===== config.mk =====
export PLATFORM = sky130hd
export DESIGN_NAME = aidan_medcalf_pid_controller
export DESIGN_NICKNAME = d
export VERILOG_FILES = /design/src/rtl/aidan_medcalf_pid_controller.sv
export SDC_FILE = /design/constraint.sdc
export NUM_CORES = 1
export LEC_CHECK = 0
export BUFFER_PORTS_ARGS = -buffer_cell sky130_fd_sc_hd__buf_4
export CAP_MARGIN = 0
export CORE_ASPECT_RATIO = 1.25
export CORE_UTILIZATION = 38
export CTS_BUF_LIST = sky130_fd_sc_hd__clkbuf_8
export CTS_CLUSTER_DIAMETER = 150
export DETAILED_ROUTE_END_ITERATION = 8
export SLEW_MARGIN = 20
export SYNTH_ARGS = -nofsm -noshare
export SYNTH_HDL_FRONTEND = slang
export SYNTH_SLANG_ARGS = --single-unit

===== constraint.sdc =====
create_clock -name io_in -period 26.1 [get_ports io_in]
set_clock_uncertainty 0.1 [all_clocks]
set_input_delay 3.915 -clock io_in [delete_from_list [all_inputs] [get_ports io_in]]
set_output_delay 3.915 -clock io_in [all_outputs]
set_load 0.02 [all_outputs]

===== src/rtl/aidan_medcalf_pid_controller.sv =====
`timescale 1ns/1ps
// aidan_medcalf_pid_controller: 8-bit PID loop configured over an SPI slave,
// reading PV from an SPI ADC and driving OUT to an SPI DAC every 34 cycles.
//
// state   | meaning
// S_IDLE  | both chip selects high, en sampled here only
// S_READ  | ADC frame, 16 cycles, PV shifted in at end of each high phase
// S_CALC  | single-cycle PID update of I, e_prev and OUT
// S_WRITE | DAC frame, 16 cycles, OUT driven MSB first
module aidan_medcalf_pid_controller (
   input  logic [7:0] io_in,
   output logic [7:0] io_out
);
   typedef enum logic [1:0] {S_IDLE = 2'd0, S_READ = 2'd1, S_CALC = 2'd2, S_WRITE = 2'd3} state_t;

   logic w_clk, w_rst_n, w_en, w_sck, w_mosi, w_cs, w_miso, w_unused;
   assign w_clk    = io_in[0];
   assign w_rst_n  = io_in[1];
   assign w_en     = io_in[2];
   assign w_sck    = io_in[3];
   assign w_mosi   = io_in[4];
   assign w_unused = io_in[5];
   assign w_cs     = io_in[6];
   assign w_miso   = io_in[7];

   state_t     r_state, w_state_nxt;
   logic [3:0] r_cnt, w_cnt_nxt;

   logic [2:0] r_sck_sync;
   logic [1:0] r_mosi_sync, r_cs_sync;
   logic [6:0] r_shift;
   logic [2:0] r_bit_cnt;
   logic [1:0] r_idx;
   logic [7:0] r_cfg [4];
   logic       w_sck_rise;

   // r_sck_sync[2] is the delayed copy used only for edge detection
   assign w_sck_rise = r_sck_sync[1] & ~r_sck_sync[2];

   always_ff @(posedge w_clk or negedge w_rst_n) begin
      if (!w_rst_n) begin
         r_sck_sync  <= '0;
         r_mosi_sync <= '0;
         r_cs_sync   <= 2'b11;
         r_shift     <= '0;
         r_bit_cnt   <= '0;
         r_idx       <= '0;
         for (int k = 0; k < 4; k++) r_cfg[k] <= '0;
      end else begin
         r_sck_sync  <= {r_sck_sync[1:0], w_sck};
         r_mosi_sync <= {r_mosi_sync[0], w_mosi};
         r_cs_sync   <= {r_cs_sync[0], w_cs};
         if (r_cs_sync[1]) begin
            r_bit_cnt <= '0;
            r_idx     <= '0;
         end else if (w_sck_rise) begin
            r_shift   <= {r_shift[5:0], r_mosi_sync[1]};
            r_bit_cnt <= r_bit_cnt + 3'd1;
            if (r_bit_cnt == 3'd7) begin
               r_cfg[r_idx] <= {r_shift, r_mosi_sync[1]};
               r_idx        <= r_idx + 2'd1;
            end
         end
      end
   end

   logic [7:0]         r_pv, r_out;
   logic signed [11:0] r_i;
   logic signed [8:0]  r_eprev;

   logic signed [8:0]  w_e;
   logic signed [12:0] w_i_sum;
   logic signed [11:0] w_i_nxt;
   logic signed [9:0]  w_d;
   logic signed [23:0] w_kp, w_ki, w_kd, w_e_x, w_i_x, w_d_x, w_sum, w_shift;
   logic [7:0]         w_out;

   assign w_e     = $signed({1'b0, r_cfg[0]}) - $signed({1'b0, r_pv});
   assign w_i_sum = $signed({r_i[11], r_i}) + $signed({{4{w_e[8]}}, w_e});
   assign w_d     = $signed({w_e[8], w_e}) - $signed({r_eprev[8], r_eprev});

   assign w_kp  = $signed({16'd0, r_cfg[1]});
   assign w_ki  = $signed({16'd0, r_cfg[2]});
   assign w_kd  = $signed({16'd0, r_cfg[3]});
   assign w_e_x = $signed({{15{w_e[8]}}, w_e});
   assign w_i_x = $signed({{12{w_i_nxt[11]}}, w_i_nxt});
   assign w_d_x = $signed({{14{w_d[9]}}, w_d});

   assign w_sum   = (w_kp * w_e_x) + (w_ki * w_i_x) + (w_kd * w_d_x);
   assign w_shift = w_sum >>> 4;

   always_comb begin
      w_i_nxt = w_i_sum[11:0];
      if (w_i_sum[12:11] == 2'b01)      w_i_nxt = 12'sh7FF;
      else if (w_i_sum[12:11] == 2'b10) w_i_nxt = 12'sh800;
   end

   always_comb begin
      w_out = w_shift[7:0];
      if (w_shift[23])         w_out = 8'h00;
      else if (|w_shift[22:8]) w_out = 8'hFF;
   end

   always_ff @(posedge w_clk or negedge w_rst_n) begin
      if (!w_rst_n) begin
         r_pv    <= '0;
         r_out   <= '0;
         r_i     <= '0;
         r_eprev <= '0;
      end else begin
         // even count values are the high phase of each ADC bit
         if (r_state == S_READ && !r_cnt[0]) r_pv <= {r_pv[6:0], w_miso};
         if (r_state == S_CALC) begin
            r_i     <= w_i_nxt;
            r_eprev <= w_e;
            r_out   <= w_out;
         end
      end
   end

   always_ff @(posedge w_clk or negedge w_rst_n) begin
      if (!w_rst_n) begin
         r_state <= S_IDLE;
         r_cnt   <= '0;
      end else begin
         r_state <= w_state_nxt;
         r_cnt   <= w_cnt_nxt;
      end
   end

   logic w_ctrl_clk, w_in_cs, w_out_cs, w_ctrl_mosi;

   always_comb begin
      w_state_nxt = r_state;
      w_cnt_nxt   = r_cnt;
      w_ctrl_clk  = 1'b0;
      w_in_cs     = 1'b1;
      w_out_cs    = 1'b1;
      w_ctrl_mosi = 1'b0;
      case (r_state)
         S_IDLE: begin
            if (w_en) begin
               w_state_nxt = S_READ;
               w_cnt_nxt   = 4'd15;
            end
         end
         S_READ: begin
            w_in_cs    = 1'b0;
            w_ctrl_clk = ~r_cnt[0];
            if (r_cnt == 4'd0) w_state_nxt = S_CALC;
            else               w_cnt_nxt   = r_cnt - 4'd1;
         end
         S_CALC: begin
            w_state_nxt = S_WRITE;
            w_cnt_nxt   = 4'd15;
         end
         S_WRITE: begin
            w_out_cs    = 1'b0;
            w_ctrl_clk  = ~r_cnt[0];
            w_ctrl_mosi = r_out[r_cnt[3:1]];
            if (r_cnt == 4'd0) w_state_nxt = S_IDLE;
            else               w_cnt_nxt   = r_cnt - 4'd1;
         end
         default: w_state_nxt = S_IDLE;
      endcase
   end

   assign io_out = {4'b0000, w_ctrl_mosi, w_out_cs, w_in_cs, w_ctrl_clk};
endmodule


======== Word level (Yosys, flattened, before mapping) ========
Cells that the tools add are included.
word-level totals
  flip-flop bits (word level) ............. 94
  input bits .............................. 8
  output and inout bits ................... 8
  logic and storage cells ................. 84
operators by class
  $add $sub $neg .......................... 8
  multipliers ............................. 3
  $lt $le $gt $ge ......................... 3
  eq/ne operators ......................... 10
  muxes and demuxes ....................... 25
  bitwise logic cells ..................... 5
  reduce and logical (&&, ||, !) cells .... 14
operators with widths
  kind                number
  $bwmux 32           1
  $mux 12             2
  $mux 8              3
  $add 22x19->23      1
  $add 18x21->22      1
  $mul 9x12->21       1
  $mul 9x10->19       1
  $mul 9x9->18        1
  $demux 8 s2         1
  $add 12x9->13       1
  $mux 2              6
  $pmux 4 s3          1
  $reduce_or 12->1    1
  $sub 9x9->10        1
  $sub 8x8->9         1
  $mux 4              2
  $pmux 2 s4          1
  $eq 2x2->1 const B  3
  $mux 3              2
  $ne 2x2->1 const B  3
  $reduce_and 2->1    3
  $reduce_and 3->1    2
  $mux 1              5
  $eq 2x1->1 const B  2
  18 further kinds    22

======== Longest topological paths before layout ========
  word-level depth ........................ 11
  gate-level depth with buffers ........... 43
  mapped depth without buffers ............ 41

======== Least setup slack after synthesis ========
OpenSTA, ideal clock, no wires.
  kind .................................... reg-to-reg
  start point ............................. register r_cfg[24] (netlist name)
  end point ............................... register r_out[7]
  arrival ................................. 9868 ps
  data required time ...................... 25874 ps
  setup slack ............................. 16006 ps
  stages on the path, launching flop included .. 42
  clock period less this slack ............ 10094 ps
  path through ............................ dfrtp_1 -> inv_1 -> ha_1 -> inv_1 -> fa_1 -> nand2_1 -> nand2_1 -> a21oi_1 -> o21ai_0 -> a21oi_1 -> o21ai_0 -> a21oi_1 -> ha_1 -> a21o_1 -> a21oi_1 -> nand3_1 -> a21oi_1 -> a22oi_4 -> (+6 left out) -> fa_1 -> inv_1 -> fa_1 -> fa_1 -> inv_1 -> fa_1 -> fa_1 -> inv_1 -> ha_1 -> buf_4 -> o211ai_2 -> o21a_4 -> nand2b_4 -> o21a_4 -> or3_4 -> a2111oi_4 -> a31oi_4 -> a311o_1
between the ends
  cells in the longest elaborated chain, start to end .. 11
  elaborated cells between the ends (all ways) .. 15
  classes of those cells .................. 5 x add/sub; 3 x mul; 2 x eq/ne; 4 x mux; 1 x reduce/logical
RTL lines
  item                               RTL line  source
  from (decl)                        34        logic [7:0] r_cfg [4];
  from (signal, indexed assignment)  60        r_cfg[r_idx] <= {r_shift, r_mosi_sync[1]};
  $sub 8x8->9 (*)                    78        assign w_e = $signed({1'b0, r_cfg[0]}) - $signed({1'b0, r_pv});
  net w_e[8]                         71        logic signed [8:0] w_e;
  $add 12x9->13                      79        assign w_i_sum = $signed({r_i[11], r_i}) + $signed({{4{w_e[8]}}, w_e});
  $eq 2x2->1                         95        else if (w_i_sum[12:11] == 2'b10) w_i_nxt = 12'sh800;
  $mux 12                            95
  $mux 12                            94        if (w_i_sum[12:11] == 2'b01) w_i_nxt = 12'sh7FF;
  $mul 9x12->21                      89        assign w_sum = (w_kp * w_e_x) + (w_ki * w_i_x) + (w_kd * w_d_x);
  $add 18x21->22                     89
  $add 22x19->23 (*)                 89
  $reduce_or 12->1                   101       else if (|w_shift[22:8]) w_out = 8'hFF;
  $mux 8                             101
  $mux 8 (*)                         100       if (w_shift[23]) w_out = 8'h00;
  to (signal assigned)               116       r_out <= w_out;
  to (decl)                          67        logic [7:0] r_pv, r_out;
Mark *: on every way through the listed nets, which the timed path passes. The rest lies on a longest branch.
A chain may end at the register's enable or synchronous reset.

==> summary.md <==
The flow ran to the end, but the final reports show violations. The checks that failed: hold timing. For the worst-skew pair, the clock arrives at the later sink with an insertion delay of 0.42 ns.

During placement, the flow inserted port buffers numbering 4. For the number of nets in the layout, the log shows 2056. In the final layout, the share of cells above drive strength 1 is 8.19%. Routability-driven placement finished with a final weighted congestion of 0.851.

The overall die height was 228 µm. After the first detailed-routing iteration, the DRC count stood at 604. The final cell area excluding filler cells was 0.0167 mm².

Using the TritonRoute via totals, the vias-per-cell ratio works out to 5.02. The distinct cell type count of the synthesized netlist came out at 76. For the number of vias after detailed routing, the log shows 11031. The switching share of total power came out at 39.4%.

The logs give 0 for the total count of max-transition violations in the final report and 16 for the number of primary I/O pins. Global routing finished with a remaining overflow of 0. Number of antenna violations at the first check in global routing: 1. The routed wire length is 37700 µm, and the number of detailed-routing iterations run before antenna repair is 5. Setup violations remaining at the end of the flow were counted as 0.

The tools report the post-cts sizing count as 0. Summed over all nets, the switching power comes to 0.179 mW. The largest fanout on the critical path came out at 4.

The die is 183 µm wide. The tools report the number of hold violations in the final report as 100. Of the total power, the clock network draws 68.0%.

For this run, asynchronously set or reset flops after synthesis account for 100%. The worst pin sits at a relative slew slack of 40.5%. The first global-routing pass estimated 61700 µm of wire. The internal portion of the total power is 0.276 mW. After synthesis, flip-flops and latches occupy 15.1% of the total area. The run gives 0.0402 mm² as the floorplan core area. The cell area that synthesis handed to floorplanning was 0.0156 mm².

The logs give 1644 for the synthesized instance count and 0 for the count of nets left with antenna violations after detail routing. Before CTS, the worst setup slack after placement is 12.07 ns. The synthesis warning total is 0, and the worst-case setup margin in the final layout is 12.15 ns. The worst setup path is of the clk2reg kind.

TritonCTS built the clock tree. The floorplan step defined a die boundary enclosing 0.0418 mm². The clock transition time at the flip-flop clock pins of the worst setup and hold paths came out at 0.10 ns. Setup repair after global routing left no endpoint under its margin. Sum of negative setup slack: 0 ns. Dividing the synthesized area by the synthesized cell count gives 9.47 µm². The routed wirelength normalized by instance count is 17.2 µm. The logs give 12027 for the number of global-route vias before repair and 4029 for the filler cell count in the final layout.

The number of flops mapped to enable cells by yosys was 0; the arrival time of data at the critical path endpoint was 14.15 ns. The worst hold-check path type was clk2reg. Detailed placement ended at an HPWL of 30200 µm.

The power density over cell area works out to 27.2 mW/mm². Startpoint class of the critical path: a clock port. The placed cell area is 0.0161 mm².

For the worst hold slack across all endpoints, the log shows -0.484 ns. Compared with the post-synthesis result, the final layout area differs by 7.19%. The total number of placement rows came out at 82.

Maximum number of pins on one net before global-route repair: 44. Transition time of the tightest slew-check pin: 0.889 ns. The logs give 0 for the post-CTS setup-driven buffer insertion count and 0.1% for the combinational fraction of design power. The tools report the worst path required time as 26.30 ns. The power share of the sequential group was 31.9%; the hold-fix buffer count after cts was 0.

The worst ir drop on vdd was 51.7 µV. After synthesis the netlist holds a flip-flop and latch count of 94. Summing all multi-input logic gate instances after layout gives 0.0115 mm². Summing all flip-flop and latch instances after layout gives 0.00235 mm². Total global-route track usage: 19.7%.

The capturing element type of the critical path is a flop. For the max-capacitance violation count, the log shows 0. The most instantiated flip-flop cell in the synthesis netlist was sky130_fd_sc_hd__dfrtp_1.

For this design the static power due to leakage is 8.14 nW. The initial utilization of the core area, before any placement, comes to 38.7%. The run gives 0 as the number of remaining DRC errors.
metal layers:
metal  up-vias  global-route usage, %  part of all wire [%]
met5         -                      0                     0
met4         0                   12.9                   4.5
met3        91                   4.57                   4.4
met2       288                   33.7                    53
met1      5560                   21.7                    38
li1       5092                      -                     -
Yosys cell counts, types with 7 or more instances:
cell type | count | share of area [%]
sky130_fd_sc_hd__nand2_1 | 137 | 3.3
sky130_fd_sc_hd__xnor2_1 | 22 | 1.2
sky130_fd_sc_hd__inv_1 | 378 | 9.1
sky130_fd_sc_hd__nand2b_1 | 10 | 0.40
sky130_fd_sc_hd__mux2i_1 | 7 | 0.45
sky130_fd_sc_hd__ha_1 | 154 | 12
sky130_fd_sc_hd__and2_1 | 86 | 3.5
sky130_fd_sc_hd__nand3b_1 | 8 | 0.39
sky130_fd_sc_hd__o21ai_0 | 49 | 1.6
sky130_fd_sc_hd__buf_4 | 12 | 0.58
sky130_fd_sc_hd__a311o_1 | 8 | 0.51
sky130_fd_sc_hd__o21ai_1 | 7 | 0.23
sky130_fd_sc_hd__a21oi_1 | 37 | 1.2
sky130_fd_sc_hd__mux2_2 | 48 | 3.5
sky130_fd_sc_hd__dfrtp_1 | 92 | 15
sky130_fd_sc_hd__nor2_1 | 62 | 1.5
sky130_fd_sc_hd__o21a_1 | 7 | 0.34
sky130_fd_sc_hd__and3_1 | 16 | 0.64
sky130_fd_sc_hd__clkbuf_1 | 42 | 1.0
sky130_fd_sc_hd__nor3_1 | 18 | 0.58
sky130_fd_sc_hd__a211oi_1 | 9 | 0.43
sky130_fd_sc_hd__nand3_1 | 42 | 1.4
sky130_fd_sc_hd__fa_1 | 259 | 33
sky130_fd_sc_hd__nor2b_1 | 24 | 0.96
sky130_fd_sc_hd__xor2_1 | 8 | 0.45
sky130_fd_sc_hd__a21o_1 | 10 | 0.48
sequential cells by signal, summed over array words and instances (netlist names):
signal / count
r_mosi_sync: 2
r_bit_cnt: 3
r_pv: 8
r_state: 2
r_idx: 2
r_cs_sync: 2
r_shift: 7
r_eprev: 9
r_i: 12
r_out: 8
r_cnt: 4
r_cfg: 32
r_sck_sync: 3
critical path, stage by stage:
cell                       delay (ns)
sky130_fd_sc_hd__nor2b_1         0.13
sky130_fd_sc_hd__clkbuf_8        0.15
sky130_fd_sc_hd__clkbuf_8        0.12
sky130_fd_sc_hd__nand2b_1        0.12
sky130_fd_sc_hd__clkbuf_8        0.14
sky130_fd_sc_hd__clkbuf_8        0.11
sky130_fd_sc_hd__mux2_2          0.32
logic make-up (layout without fill, tap and decap cells):
family	Yosys count	in the layout	share of synthesized area, %
AO/OA/AOI/OAI	179	179	8.09
XOR/XNOR	30	30	1.69
adder cells (fa/ha/maj)	413	413	45.7
buffers and inverters	437	439	10.8
flip-flops	94	94	15.1
multiplexers	57	57	4.21
other	1	5	0.0241
AND/OR/NAND/NOR	433	433	14.3
placed cells by master, fill, tap and decap left out, types with 5 or more instances in the layout:
master and instances:
sky130_fd_sc_hd__clkbuf_8 30, sky130_fd_sc_hd__o21ai_0 49, sky130_fd_sc_hd__nand2b_1 10, sky130_fd_sc_hd__nor3b_1 6, sky130_fd_sc_hd__and2_1 86, sky130_fd_sc_hd__a311o_1 8, sky130_fd_sc_hd__buf_4 13, sky130_fd_sc_hd__nand2_1 137
sky130_fd_sc_hd__a21oi_1 37, sky130_fd_sc_hd__o21ai_1 7, sky130_fd_sc_hd__nand3_1 42, sky130_fd_sc_hd__o21bai_1 6, sky130_fd_sc_hd__fa_1 259, sky130_fd_sc_hd__a21boi_1 5, sky130_fd_sc_hd__mux2i_1 7, sky130_fd_sc_hd__a211oi_1 9
sky130_fd_sc_hd__inv_1 380, sky130_fd_sc_hd__o21a_1 7, sky130_fd_sc_hd__xor2_1 8, sky130_fd_sc_hd__nor2_1 62, sky130_fd_sc_hd__nand3b_1 8, sky130_fd_sc_hd__nor2b_1 24, sky130_fd_sc_hd__or3_1 5, sky130_fd_sc_hd__mux2_2 48
sky130_fd_sc_hd__a21o_1 10, sky130_fd_sc_hd__dfrtp_1 92, sky130_fd_sc_hd__nor3_1 18, sky130_fd_sc_hd__and3_1 16, sky130_fd_sc_hd__xnor2_1 22, sky130_fd_sc_hd__ha_1 154
area by class of cell:
cell class,count,share of cell area [%]
multi-input combinational,1116,69.1
sequential,94,14.1
inverter,380,8.55
tap,546,4.09
clock buffer,30,2.47
clock inverter,16,1.04
timing repair buffer,13,0.585
antenna,1,0.0150
final timing paths:
kind                            cells after the start  slack, ns            from             end
worst max register to register                     36      14.80         r_pv[1]        r_out[7]
worst min register to register                      0       0.26  r_mosi_sync[0]  r_mosi_sync[1]
min in group asynchronous                           2      -0.44        io_in[1]        r_cnt[0]
worst min-delay path                                0      -0.48        io_in[4]  r_mosi_sync[0]
max in group asynchronous                           2      26.10        io_in[1]    r_cs_sync[0]
worst max-delay path                                7      12.15        io_in[2]      r_state[1]
power groups by stage:
stage | combinational [mW] | clock, mW | sequential [mW]
2_1_floorplan | 0.000964 | 0.0119 | 0.149
3_3_place_gp | 0.000503 | 0.0119 | 0.149
3_5_place_dp | 0.000503 | 0.0119 | 0.149
4_1_cts | 0.000503 | 0.328 | 0.145
5_1_grt | 0.000538 | 0.339 | 0.145
6_report | 0.000512 | 0.309 | 0.145
per-stage QoR:
step	total power [mW]	util, %	hold slack, ns	std cells
2_1_floorplan	0.162	-	-0.396	1647
3_3_place_gp	0.161	40.0	-0.396	2149
3_5_place_dp	0.161	40.0	-0.396	2149
4_1_cts	0.474	41.5	-0.521	2195
5_1_grt	0.485	41.5	-0.511	2196
6_report	0.455	41.5	-0.484	2196
(Power assumes the default switching activity.)
